### config.mk
export PLATFORM = sky130hd
export DESIGN_NAME = sram_frame_reader
export DESIGN_NICKNAME = d
export VERILOG_FILES = /design/src/rtl/sram_frame_reader.sv
export SDC_FILE = /design/constraint.sdc
export NUM_CORES = 1
export LEC_CHECK = 0
export ABC_AREA = 1
export CORE_MARGIN = 10
export CORE_UTILIZATION = 53
export DETAILED_ROUTE_END_ITERATION = 7
export PLACE_DENSITY = 0.79
export SLEW_MARGIN = 20
export SYNTH_ARGS = -nofsm -noshare
export SYNTH_HDL_FRONTEND = slang
export SYNTH_SLANG_ARGS = --single-unit
### constraint.sdc
create_clock -name i_clk -period 2.3 [get_ports i_clk]
set_input_delay 0.69 -clock i_clk [delete_from_list [all_inputs] [get_ports i_clk]]
set_output_delay 0.69 -clock i_clk [all_outputs]
set_load 0.05 [all_outputs]
### src/rtl/sram_frame_reader.sv
// Display-side frame reader: walks the linear RGB444 frame in SRAM with VGA timing
// and streams it to the DAC through a fixed two-register pipeline.
module sram_frame_reader #(
    parameter int          H_ACTIVE  = 640,
    parameter int          H_FP      = 16,
    parameter int          H_SYNC    = 96,
    parameter int          H_BP      = 48,
    parameter int          V_ACTIVE  = 480,
    parameter int          V_FP      = 10,
    parameter int          V_SYNC    = 2,
    parameter int          V_BP      = 33,
    parameter logic [19:0] BASE_ADDR = 20'd0
) (
    input  logic        i_clk,
    input  logic        i_rst_n,
    input  logic        i_bus_gnt,
    output logic [19:0] o_sram_addr,
    output logic        o_sram_oe_n,
    output logic        o_sram_we_n,
    input  logic [15:0] i_sram_dq,
    output logic [7:0]  o_vga_r,
    output logic [7:0]  o_vga_g,
    output logic [7:0]  o_vga_b,
    output logic        o_vga_hs,
    output logic        o_vga_vs,
    output logic        o_vga_blank_n,
    output logic        o_frame_start,
    output logic        o_underrun
);

    localparam int H_TOTAL = H_ACTIVE + H_FP + H_SYNC + H_BP;
    localparam int V_TOTAL = V_ACTIVE + V_FP + V_SYNC + V_BP;
    localparam int HW      = $clog2(H_TOTAL);
    localparam int VW      = $clog2(V_TOTAL);

    localparam logic [HW-1:0] H_ACT_END = HW'(H_ACTIVE);
    localparam logic [HW-1:0] HS_BEGIN  = HW'(H_ACTIVE + H_FP);
    localparam logic [HW-1:0] HS_END    = HW'(H_ACTIVE + H_FP + H_SYNC);
    localparam logic [HW-1:0] H_LAST    = HW'(H_TOTAL - 1);
    localparam logic [VW-1:0] V_ACT_END = VW'(V_ACTIVE);
    localparam logic [VW-1:0] VS_BEGIN  = VW'(V_ACTIVE + V_FP);
    localparam logic [VW-1:0] VS_END    = VW'(V_ACTIVE + V_FP + V_SYNC);
    localparam logic [VW-1:0] V_LAST    = VW'(V_TOTAL - 1);

    logic [HW-1:0] h_cnt_reg;
    logic [VW-1:0] v_cnt_reg;
    logic [18:0]   addr_cnt_reg;
    logic [19:0]   addr_hold_reg;

    logic          line_end, frame_end;
    logic          active_s0, hs_s0, vs_s0, fs_s0, rd_en;
    logic [19:0]   rd_addr;

    logic [11:0]   data_q_reg;
    logic          valid_q_reg, hs_q_reg, vs_q_reg, blank_q_reg, fs_q_reg;

    logic [7:0]    expand_next [3];
    logic [7:0]    vga_r_reg, vga_g_reg, vga_b_reg;
    logic          vga_hs_reg, vga_vs_reg, vga_blank_reg, frame_start_reg;
    logic          underrun_reg;
    logic          dq_unused;

    // Stage 0: decode the raster position the counters point at this cycle.
    assign line_end  = (h_cnt_reg == H_LAST);
    assign frame_end = line_end && (v_cnt_reg == V_LAST);
    assign active_s0 = (h_cnt_reg < H_ACT_END) && (v_cnt_reg < V_ACT_END);
    assign hs_s0     = !((h_cnt_reg >= HS_BEGIN) && (h_cnt_reg < HS_END));
    assign vs_s0     = !((v_cnt_reg >= VS_BEGIN) && (v_cnt_reg < VS_END));
    assign fs_s0     = (h_cnt_reg == '0) && (v_cnt_reg == '0);

    // Reset gates the read strobe so the SRAM is released while held in reset,
    // even though (0,0) is an active position.
    assign rd_en   = active_s0 && i_bus_gnt && i_rst_n;
    assign rd_addr = BASE_ADDR + 20'(addr_cnt_reg);

    assign o_sram_addr = rd_en ? rd_addr : addr_hold_reg;
    assign o_sram_oe_n = !rd_en;
    assign o_sram_we_n = 1'b1;
    assign dq_unused   = &{1'b0, i_sram_dq[3:0]};

    always_ff @(posedge i_clk or negedge i_rst_n) begin
        if (!i_rst_n) begin
            h_cnt_reg <= '0;
            v_cnt_reg <= '0;
        end else if (line_end) begin
            h_cnt_reg <= '0;
            v_cnt_reg <= frame_end ? '0 : v_cnt_reg + VW'(1);
        end else begin
            h_cnt_reg <= h_cnt_reg + HW'(1);
        end
    end

    // The address advances on every active pixel regardless of grant, so a
    // lost grant drops that pixel instead of shifting the rest of the frame.
    always_ff @(posedge i_clk or negedge i_rst_n) begin
        if (!i_rst_n) begin
            addr_cnt_reg  <= '0;
            addr_hold_reg <= BASE_ADDR;
            underrun_reg  <= 1'b0;
        end else begin
            if (frame_end)
                addr_cnt_reg <= '0;
            else if (active_s0)
                addr_cnt_reg <= addr_cnt_reg + 19'd1;
            if (rd_en)
                addr_hold_reg <= rd_addr;
            if (active_s0 && !i_bus_gnt)
                underrun_reg <= 1'b1;
        end
    end

    // Stage 1: capture the asynchronous SRAM data alongside its timing.
    always_ff @(posedge i_clk or negedge i_rst_n) begin
        if (!i_rst_n) begin
            data_q_reg  <= '0;
            valid_q_reg <= 1'b0;
            hs_q_reg    <= 1'b1;
            vs_q_reg    <= 1'b1;
            blank_q_reg <= 1'b0;
            fs_q_reg    <= 1'b0;
        end else begin
            data_q_reg  <= i_sram_dq[15:4];
            valid_q_reg <= rd_en;
            hs_q_reg    <= hs_s0;
            vs_q_reg    <= vs_s0;
            blank_q_reg <= active_s0;
            fs_q_reg    <= fs_s0;
        end
    end

    // Nibble replication maps 4'hF to 8'hFF and 4'h0 to 8'h00 exactly.
    genvar gi;
    generate
        for (gi = 0; gi < 3; gi++) begin : g_expand
            assign expand_next[gi] = valid_q_reg ? {2{data_q_reg[11-4*gi -: 4]}} : 8'h00;
        end
    endgenerate

    // Stage 2: registered outputs, all carrying the same two-clock delay.
    always_ff @(posedge i_clk or negedge i_rst_n) begin
        if (!i_rst_n) begin
            vga_r_reg       <= '0;
            vga_g_reg       <= '0;
            vga_b_reg       <= '0;
            vga_hs_reg      <= 1'b1;
            vga_vs_reg      <= 1'b1;
            vga_blank_reg   <= 1'b0;
            frame_start_reg <= 1'b0;
        end else begin
            vga_r_reg       <= expand_next[0];
            vga_g_reg       <= expand_next[1];
            vga_b_reg       <= expand_next[2];
            vga_hs_reg      <= hs_q_reg;
            vga_vs_reg      <= vs_q_reg;
            vga_blank_reg   <= blank_q_reg;
            frame_start_reg <= fs_q_reg;
        end
    end

    assign o_vga_r       = vga_r_reg;
    assign o_vga_g       = vga_g_reg;
    assign o_vga_b       = vga_b_reg;
    assign o_vga_hs      = vga_hs_reg;
    assign o_vga_vs      = vga_vs_reg;
    assign o_vga_blank_n = vga_blank_reg;
    assign o_frame_start = frame_start_reg;
    assign o_underrun    = underrun_reg;

endmodule
==> results.md, run 1 <==
- Result of the run: complete, but fails checks
- Violations in the final reports: setup timing
- Post-route worst setup slack: -0.265 ns
- Post-route design area: 5610 um^2
- Layout overhead on the synthesized area: 29.2%
- Setup-failing EPs final: 21
- Count of pins over their slew limit: 0
- Largest driver fanout on the critical path: 22
- Switch share: 26.0%
- Placed Cells: 621
- Predominant post-synthesis flop cell: dfrtp_1
- Cell-internal power: 0.00233 W
- Die Y-Extent: 111 um
- Cell at the root of the clock tree: clkbuf_8
- Maximum number of buffers from clock root to sink: 2
- Static Leak: 2.69 nW
- Clock network fraction of design power: 36.7%
- Dpl ws: -0.373 ns
- Syn Nets: 492
- Post-detailed-placement cell area: 5200 um^2
- Final clock period utilization by the worst path: 112%
- Number of enable-type register cells in the synthesized netlist: 0
- Worst Path Class, Setup: register to primary output
- Post-layout min period: 2.56 ns
- Unrepaired setup endpoints after global routing: yes
- Num rows: 32
- Routed via count: 3377
- HP Class: register to register
- Post-synthesis area per instance: 9.28 um^2
- Reported net switching power: 0.000819 W
- Sink count of the clock tree: 93
- Core ar.: 7850 um^2
- Number of maximum-capacitance constraint violations: 0
- TritonCTS buffer count: 9
- Maximum number of pins on one net before global-route repair: 50
- Slowest cell delay on critical path: 0.42 ns
- Async S/R FF share, synth: 100%
- Global route overflow: 0
- Pwr dens: 561 nW/um^2
- Yosys top cell by area: dfrtp_1
- Final weighted congestion of routability-driven global placement: 0.872
- Clock transition at the registers of the reported paths: 0.09 ns
- Cell area after synthesis: 4340 um^2
- Largest cells by area after synthesis: dfrtp_1 51%, nand2_1 8.6%, inv_1 5.4%
- Wire length of the first global-routing pass: 16.8 mm
- Critical Path End Type: primary output
- Synth warnings: 0
- Yosys top cell area share: 51.3%
- Gate Count Post-Synth: 468
- Ordered list of cells on the worst path: nand2_2 -> nand3_4 -> nor2_4 -> nand3_4 -> buf_12 -> nand2_1 -> o21ai_4 -> buf_12
- Number of H-tree levels: 3
- Sequential area share after synthesis: 53.7%
- Kind of start point of the critical path: register
- DRT Pass-1 Iters: 5
- Clock tree from TritonCTS: yes
- Setup clock skew after layout: 0.00830 ns
- Share of final-layout standard cells stronger than drive strength 1: 24.4%
- Post-detailed-route wirelength per cell: 15.6 um
- Number of DRC markers after the initial detailed-route iteration: 240
- Starting Density: 55.4%
- Worst endpoint data arrival time: 1.87 ns
- Number of flip-flops in the largest register: 20
- Overall power consumption: 0.00315 W
- Hold-fix buffers at CTS: 0
- Critical path data required time: 1.61 ns
- Top-level I/O count: 70
- CP max stage cell: dfrtp_1
- DIE AREA: 12200 um^2
- ANT nets after route: 0
- Number of distinct standard cells referenced by the synthesized netlist: 38
- Post-route DRC: 0
- Peak supply drop: 0.307 mV
- Post-Layout Cell Count: 646
- Via count of the first global-routing pass: 3392
- Combined global-route utilization of all metal layers: 16.4%
- Estimated wirelength of the detail-placed design: 7.19 mm
- Measured slew at the worst slew-check pin: 0.578 ns
- Port-buffer cells: 64
- NumNets Final: 563
- Insertion delay to the later sink of the worst-skew pair: 0.37 ns
- Post-synthesis sequential element count: 93
- Via/cell ratio: 5.23
- Comb power frac: 10.1%
- Antenna fix cells: 0
- Die span in x: 111 um
- F_max: 390 MHz
- Most frequent cells after synthesis: 100 x nand2_1, 89 x dfrtp_1, 62 x inv_1
- Sequential fraction of design power: 53.3%
- Most frequent cell after synthesis: nand2_1
- TNS Setup: -4.75 ns
- WL final: 10.1 mm
- Final count of hold timing violations: 0
- Tightest slew margin relative to the limit: 61.5%
- Initial antenna violation count: 0
[cell type report]
type / instances / area (um^2)
clock buffers: 10 / 138
clock inverters: 6 / 77.6
fillers: 543 / 2230
inverters: 68 / 255
multi-input cells: 285 / 1680
flip-flops and latches: 93 / 2330
well taps: 102 / 128
repair buffers: 82 / 997
[critical path: cells and delay by family (launching register included)]
family          cells  cell delay (ns)
compound gates      1             0.09
buf+inv             2             0.36
flops               1             0.42
simple gates        5             0.63
[stage by stage]
step                hold slack, ns  utilization (%)
floorplan                    0.331                -
global placement             0.332             66.3
detailed placement           0.336             66.3
CTS                          0.358             70.8
global route                 0.364             71.5
finish                       0.355             71.5
[routing by layer]
metal / global-route usage [%] / vias to the layer above / wire, um
met4: 5.61 / 0 / 182
met2: 27.5 / 129 / 5040
met3: 4.32 / 21 / 666
met5: 0 / - / 0
met1: 19.9 / 1620 / 4190
li1: - / 1607 / -
[final timing paths]
path | start | to | slack, ns | cells past startpoint
hold / removal | fs_q_reg | o_frame_start | 0.35 | 0
setup reg to reg | h_cnt_reg[1] | addr_cnt_reg[8] | 0.55 | 8
max in group asynchronous | i_rst_n | addr_cnt_reg[14] | 0.85 | 3
hold reg to reg | fs_q_reg | o_frame_start | 0.35 | 0
min in group asynchronous | i_rst_n | o_underrun | 0.46 | 2
setup / recovery | h_cnt_reg[9] | o_sram_addr[7] | -0.26 | 8
[cell usage in the layout (no fill, tap or decap), types with 2 or more instances in the layout]
cell type,instances
nand2_1,88
dfrtp_1,88
inv_1,60
nor2_1,41
clkdlybuf4s50_1,39
nand3_1,28
buf_12,22
nand2_2,19
buf_4,19
o21ai_0,14
nand4_1,12
o21ai_4,11
clkbuf_8,10
o21ai_2,9
a21oi_1,8
inv_2,8
nor3_1,7
nor2_4,5
xor2_1,5
ha_1,5
o21ai_1,4
dfstp_2,4
nor2_2,3
nand3_2,3
inv_6,3
nor4_1,2
a31oi_1,2
nand3_4,2
xnor2_1,2
nor3_2,2
nand2_4,2
a21oi_2,2
o21bai_1,2
[power groups by stage]
stage / sequential, W / clock [W] / combinational, W
after floorplan: 0.00173 / 0 / 0.000129
after global placement: 0.00171 / 0 / 0.000301
after detailed placement: 0.00171 / 0 / 0.000306
after CTS: 0.00168 / 0.00118 / 0.000317
after global routing: 0.00168 / 0.00125 / 0.000334
final: 0.00168 / 0.00116 / 0.000317
[cell families after synthesis]
logic type	share of synthesized area (%)
DFF	53.7
adders and majority gates	1.44
and+or+nand+nor	25.0
other	0.0863
AOI/OAI and AO/OA	7.98
xor gates and xnor gates	1.41
buffers and inverters	10.4
[what timing repair did]
| action | 4_1_cts | 5_1_grt |
|---|---|---|
| setup endpoints to repair | 21 | 21 |
| buffers inserted | 6 | 3 |
| pin swaps | 3 | 1 |
| resized for setup | 21 | 9 |
No activity file was read; power rests on OpenSTA's default activity.
==> inputs of run 2 (changes only) <==
--- a/config.mk
+++ b/config.mk
@@ -6,10 +6,12 @@
 export NUM_CORES = 1
 export LEC_CHECK = 0
 export ABC_AREA = 1
+export CELL_PAD_IN_SITES_DETAIL_PLACEMENT = 0
+export CELL_PAD_IN_SITES_GLOBAL_PLACEMENT = 1
 export CORE_MARGIN = 10
-export CORE_UTILIZATION = 53
+export CORE_UTILIZATION = 41
 export DETAILED_ROUTE_END_ITERATION = 7
-export PLACE_DENSITY = 0.79
+export PLACE_DENSITY_LB_ADDON = 0.1
 export SLEW_MARGIN = 20
 export SYNTH_ARGS = -nofsm -noshare
 export SYNTH_HDL_FRONTEND = slang
==> run 2 against run 1 <==
The run still ends with setup timing left. Count of clock-buffer cells in the layout is 2 higher. Design area is 1.7% higher. Flip-flop and latch count stayed put. Critical path depth is 1 lower. Critical path type unchanged. Critical endpoint is now o_sram_addr[17]. Largest power group unchanged.
==> results.md, run 2 (synthesis gave the netlist of run 1 again) <==
- Result of the run: complete, but fails checks
- Violations in the final reports: setup timing
- Worst hold slack after final layout: 0.356 ns
- Number of flip-flops in the largest register: 20
- TNS Setup: -3.30 ns
- Insertion delay to the later sink of the worst-skew pair: 0.37 ns
- Final clock period utilization by the worst path: 109%
- WL final: 9.70 mm
- Overall power consumption: 0.00317 W
- Setup slack on the worst flop-to-flop path: 0.59 ns
- TritonCTS buffer count: 9
- Final count of hold timing violations: 0
- Cell at the root of the clock tree: clkbuf_8
- CP dominant cell by count: nand3_4
- Number of H-tree levels: 3
- Share of final-layout standard cells stronger than drive strength 1: 25.2%
- Most frequent cells in the layout: 88 x dfrtp_1, 87 x nand2_1, 60 x inv_1
- Ordered list of cells on the worst path: nand2_2 -> nand3_4 -> nor2_4 -> nand3_4 -> clkbuf_16 -> o21ai_4 -> buf_12
- Filler instances: 951
- Placed Cells: 657
- Post-layout min period: 2.51 ns
- Tightest slew margin relative to the limit: 56.8%
- Antenna fix cells: 0
- Sink count of the clock tree: 93
- Number of buffer and inverter stages on the critical path: 2
- Post-Layout Cell Count: 684
- Measured slew at the worst slew-check pin: 0.647 ns
- Count of pins over their slew limit: 0
- Most common cell after layout, fill and taps aside: dfrtp_1
- Worst endpoint data arrival time: 1.82 ns
- Maximum number of buffers from clock root to sink: 2
- Clock transition at the registers of the reported paths: 0.09 ns
- Post-route worst setup slack: -0.205 ns
- Routed via count: 3219
- CP max stage cell: dfrtp_1
- HP Class: register to register
- Via count of the first global-routing pass: 3216
- Hold-fix buffers at CTS: 0
- Maximum number of pins on one net before global-route repair: 54
- Worst Path Class, Setup: register to primary output
- Slowest cell delay on critical path: 0.42 ns
- Post-detailed-route wirelength per cell: 14.2 um
- Largest driver fanout on the critical path: 7
- DIE AREA: 15100 um^2
- Number of DRC markers after the initial detailed-route iteration: 97
- Initial antenna violation count: 0
- Setup-failing EPs final: 21
- Die Y-Extent: 123 um
- Capture point of the worst reg-to-reg path: addr_cnt_reg[18]
- Final weighted congestion of routability-driven global placement: 0.812
- Layout overhead on the synthesized area: 31.4%
- Kind of start point of the critical path: register
- Hold Path Cell Cnt: 0
- Static Leak: 2.72 nW
- Cell family with the largest share of critical-path delay: simple AND/OR/NAND/NOR gates
- Die span in x: 123 um
- ANT nets after route: 0
- Launch point of the worst hold path: blank_q_reg
- Peak supply drop: 0.321 mV
- Port-buffer cells: 64
- Wire length of the first global-routing pass: 16.2 mm
- Path depth of the worst reg2reg path: 8
- Launch point of the worst reg-to-reg path: h_cnt_reg[1]
- Destination of the worst hold path: o_vga_blank_n
- Estimated wirelength of the detail-placed design: 7.01 mm
- Via/cell ratio: 4.71
- Top-level I/O count: 70
- NumNets Final: 567
- Critical path data required time: 1.61 ns
- Setup clock skew after layout: 0.00996 ns
- Num rows: 37
- Unrepaired setup endpoints after global routing: yes
- Post-route DRC: 0
- Pwr dens: 556 nW/um^2
- Dpl ws: -0.291 ns
- Starting Density: 42.1%
- Core ar.: 10300 um^2
- DRT Pass-1 Iters: 4
- Combined global-route utilization of all metal layers: 13.4%
- Global route overflow: 0
- Critical Path End Type: primary output
- Clock tree from TritonCTS: yes
- Number of maximum-capacitance constraint violations: 0
- F_max: 399 MHz
[run 2: cell count changes in the layout (fill, tap and decap cells not counted), sizes merged]
cell	before	now
buf	42	45
clkbuf	10	13
inv	71	68
clkdlybuf4s50	39	38
clkinvlp	0	1
dlymetal6s2s	0	1
[run 2: per-layer routing]
layer	vias to the layer above	wire, um	global-route usage (%)
li1	1621	-	-
met5	-	0	0
met2	47	4790	21.9
met3	12	407	2.69
met4	0	183	6.19
met1	1539	4320	16.9
[run 2: stage by stage]
step	utilization [%]	area [um^2]
6_report	55.3	5710
5_1_grt	55.3	5710
4_1_cts	54.1	5590
3_5_place_dp	50.7	5240
3_3_place_gp	50.7	5240
2_1_floorplan	-	4350
[run 2: final cells by class]
type	instances	area, um^2	area share (%)
inverter	68	255	4.47
timing repair buffer	86	1030	18.0
sequential	93	2330	40.9
tap	136	170	2.98
clock inverter	4	55.1	0.965
multi-input combinational	285	1700	29.8
clock buffer	12	165	2.89
[run 2: worst max-delay path by stage]
stage / from / endpoint / depth (start not counted)
after global placement: i_bus_gnt / o_sram_addr[10] / 5
final: h_cnt_reg[9] / o_sram_addr[17] / 7
after detailed placement: i_bus_gnt / o_sram_addr[12] / 5
after floorplan: h_cnt_reg[7] / o_sram_addr[16] / 6
after CTS: v_cnt_reg[5] / o_sram_addr[12] / 8
after global routing: h_cnt_reg[9] / o_sram_addr[17] / 7
[run 2: where the power goes]
part / switching [W] / leakage [nW] / internal (W)
registers: 0.0000130 / 1.19 / 0.00166
logic: 0.000197 / 1.41 / 0.000119
clock network: 0.000583 / 0.109 / 0.000595
total: 0.000793 / 2.72 / 0.00238
[run 2: repair_timing]
item	4_1_cts	5_1_grt
setup endpoints to repair	21	22
buffers inserted	3	6
pin swaps	1	3
resized for setup	24	10
cloned	0	2
==> inputs of run 3 (changes only) <==
--- a/config.mk
+++ b/config.mk
@@ -12,6 +12,7 @@
 export CORE_UTILIZATION = 41
 export DETAILED_ROUTE_END_ITERATION = 7
 export PLACE_DENSITY_LB_ADDON = 0.1
+export RECOVER_POWER = 50
 export SLEW_MARGIN = 20
 export SYNTH_ARGS = -nofsm -noshare
 export SYNTH_HDL_FRONTEND = slang
==> constraint.sdc (replaced) <==
create_clock -name i_clk -period 2.3 [get_ports i_clk]
set_input_delay 0.69 -clock i_clk [delete_from_list [all_inputs] [get_ports i_clk]]
set_output_delay 0.69 -clock i_clk [all_outputs]
set_load 0.1 [all_outputs]
==> run 3 against run 2 <==
The run still ends with setup timing left. Final cell count grew 0.29%. Utilization fell by 0.45 points. Worst setup slack got worse by 0.047 ns. Worst hold slack improved by 0.00070 ns. Flip-flop and latch count stayed put. Clock power shrank 6%. Combinational power rose by 33%. Critical path depth did not move. Die area unchanged. Sequential power about the same.
==> results.md, run 3 (synthesis gave the netlist of run 1 again) <==
- Result of the run: complete, but fails checks
- Violations in the final reports: setup timing
- Setup-failing EPs final: 21
- Post-route DRC: 0
- Placed Cells: 660
- Tightest slew margin relative to the limit: 28.8%
- Post-route design area: 5660 um^2
- Number of buffer and inverter stages on the critical path: 2
- F_max: 392 MHz
- Final count of hold timing violations: 0
- Sink count of the clock tree: 93
- Worst Path Class, Setup: register to primary output
- Number of flip-flops in the largest register: 20
- Num rows: 37
- Most frequent cells in the layout: 89 x nand2_1, 88 x dfrtp_1, 61 x inv_1
- Routed via count: 3203
- Static Leak: 2.76 nW
- Clock transition at the registers of the reported paths: 0.10 ns
- WL final: 9.60 mm
- DIE AREA: 15100 um^2
- Estimated wirelength of the detail-placed design: 7.10 mm
- Worst endpoint data arrival time: 1.86 ns
- Unrepaired setup endpoints after global routing: yes
- TritonCTS buffer count: 9
- Largest driver fanout on the critical path: 27
- NumNets Final: 569
- CP max stage cell: dfrtp_1
- Clock tree from TritonCTS: yes
- Final clock period utilization by the worst path: 111%
- Cell family with the largest share of critical-path delay: simple AND/OR/NAND/NOR gates
- Kind of start point of the critical path: register
- Maximum number of pins on one net before global-route repair: 50
- Ordered list of cells on the worst path: nand2_2 -> nand3_4 -> nor2_4 -> nand3_4 -> buf_12 -> o21ai_4 -> buf_12
- Top-level I/O count: 70
- End-of-flow core utilization: 54.8%
- Critical path data required time: 1.61 ns
- Number of DRC markers after the initial detailed-route iteration: 167
- TNS Setup: -4.27 ns
- Peak supply drop: 0.441 mV
- Final weighted congestion of routability-driven global placement: 0.806
- Hold-fix buffers at CTS: 0
- Count of pins over their slew limit: 0
- Die span in x: 123 um
- Maximum number of buffers from clock root to sink: 2
- ANT nets after route: 0
- Number of maximum-capacitance constraint violations: 0
- Worst hold slack after final layout: 0.357 ns
- Post-route worst setup slack: -0.252 ns
- Post-detailed-route wirelength per cell: 14.0 um
- Die Y-Extent: 123 um
- Wire length of the first global-routing pass: 16.3 mm
- Post-layout min period: 2.55 ns
- Port-buffer cells: 64
- Insertion delay to the later sink of the worst-skew pair: 0.38 ns
- Layout overhead on the synthesized area: 30.3%
- Global route overflow: 0
- Slowest cell delay on critical path: 0.42 ns
- Critical Path End Type: primary output
- Post-Layout Cell Count: 686
- DRT Pass-1 Iters: 4
- Combined global-route utilization of all metal layers: 13.7%
- Cell at the root of the clock tree: clkbuf_8
- Most common cell after layout, fill and taps aside: nand2_1
- Measured slew at the worst slew-check pin: 1.07 ns
- Core ar.: 10300 um^2
- HP Class: register to register
- Share of final-layout standard cells stronger than drive strength 1: 29.8%
- Number of H-tree levels: 3
- Antenna fix cells: 0
- Pwr dens: 566 nW/um^2
- Initial antenna violation count: 0
- Post-detailed-placement cell area: 5360 um^2
- Via/cell ratio: 4.67
- Setup clock skew after layout: 0.0138 ns
- Starting Density: 42.1%
- Via count of the first global-routing pass: 3221
==> run 3: cell types whose count changed in the layout (fill, tap and decap cells not counted), moves of 2 or more <==
cell | previous run | this run
nand2_2 | 20 | 17
buf_4 | 23 | 48
nand2_1 | 87 | 89
inv_2 | 8 | 6
clkinvlp_4 | 1 | 4
dlygate4sd3_1 | 0 | 12
clkbuf_8 | 12 | 9
buf_12 | 20 | 24
clkdlybuf4s50_1 | 38 | 0
==> run 3: path summary, 6_finish.rpt <==
check / start / to / slack, ns / cells after the start
worst min-delay path: blank_q_reg / o_vga_blank_n / 0.36 / 0
worst max-delay path: h_cnt_reg[9] / o_sram_addr[6] / -0.25 / 7
min in group asynchronous: i_rst_n / o_vga_r[5] / 0.64 / 2
worst min register to register: blank_q_reg / o_vga_blank_n / 0.36 / 0
worst max register to register: h_cnt_reg[1] / addr_cnt_reg[3] / 0.54 / 8
max in group asynchronous: i_rst_n / addr_cnt_reg[3] / 0.43 / 3
==> run 3: worst reg2reg max path, delay by kind of cell (launching register included) <==
| family | cells | cell delay, ns |
|---|---|---|
| adder cells (fa/ha/maj) | 1 | 0.23 |
| buffers and inverters | 2 | 0.42 |
| flip-flops | 1 | 0.38 |
| AND/OR/NAND/NOR | 5 | 0.62 |
==> run 3: layout make-up <==
| cell class | count | area, um^2 |
|---|---|---|
| Tap cell | 136 | 170 |
| Multi-Input combinational cell | 285 | 1700 |
| Fill cell | 928 | 4660 |
| Timing Repair Buffer | 88 | 997 |
| Inverter | 68 | 259 |
| Clock inverter | 7 | 75.1 |
| Clock buffer | 9 | 124 |
| Sequential cell | 93 | 2330 |
==> run 3: repair_timing <==
item	4_1_cts	5_1_grt
pin swaps	2	1
gates resized for setup	6	4
endpoints found under the setup margin	21	21
gates cloned	0	0
buffers inserted	8	2
==> run 3: through the flow <==
stage	setup slack, ns	power, W
global placement	-0.322	0.00213
detailed placement	-0.355	0.00214
global route	-0.365	0.00334
floorplan	-0.0744	0.00199
finish	-0.252	0.00320
CTS	-0.294	0.00327
==> run 3: power breakdown <==
group	internal, W	switching (W)
logic	0.000110	0.000310
clock network	0.000505	0.000600
registers	0.00166	0.0000138
==> run 3: layer usage <==
metal  share of wire (%)  track usage (%)  vias to the layer above
met1                  43             16.0                     1530
met3                 4.9             4.60                        9
met2                  51             23.4                       41
met4                0.93             4.12                        0
li1                    -                -                     1623
met5                   0                0                        -
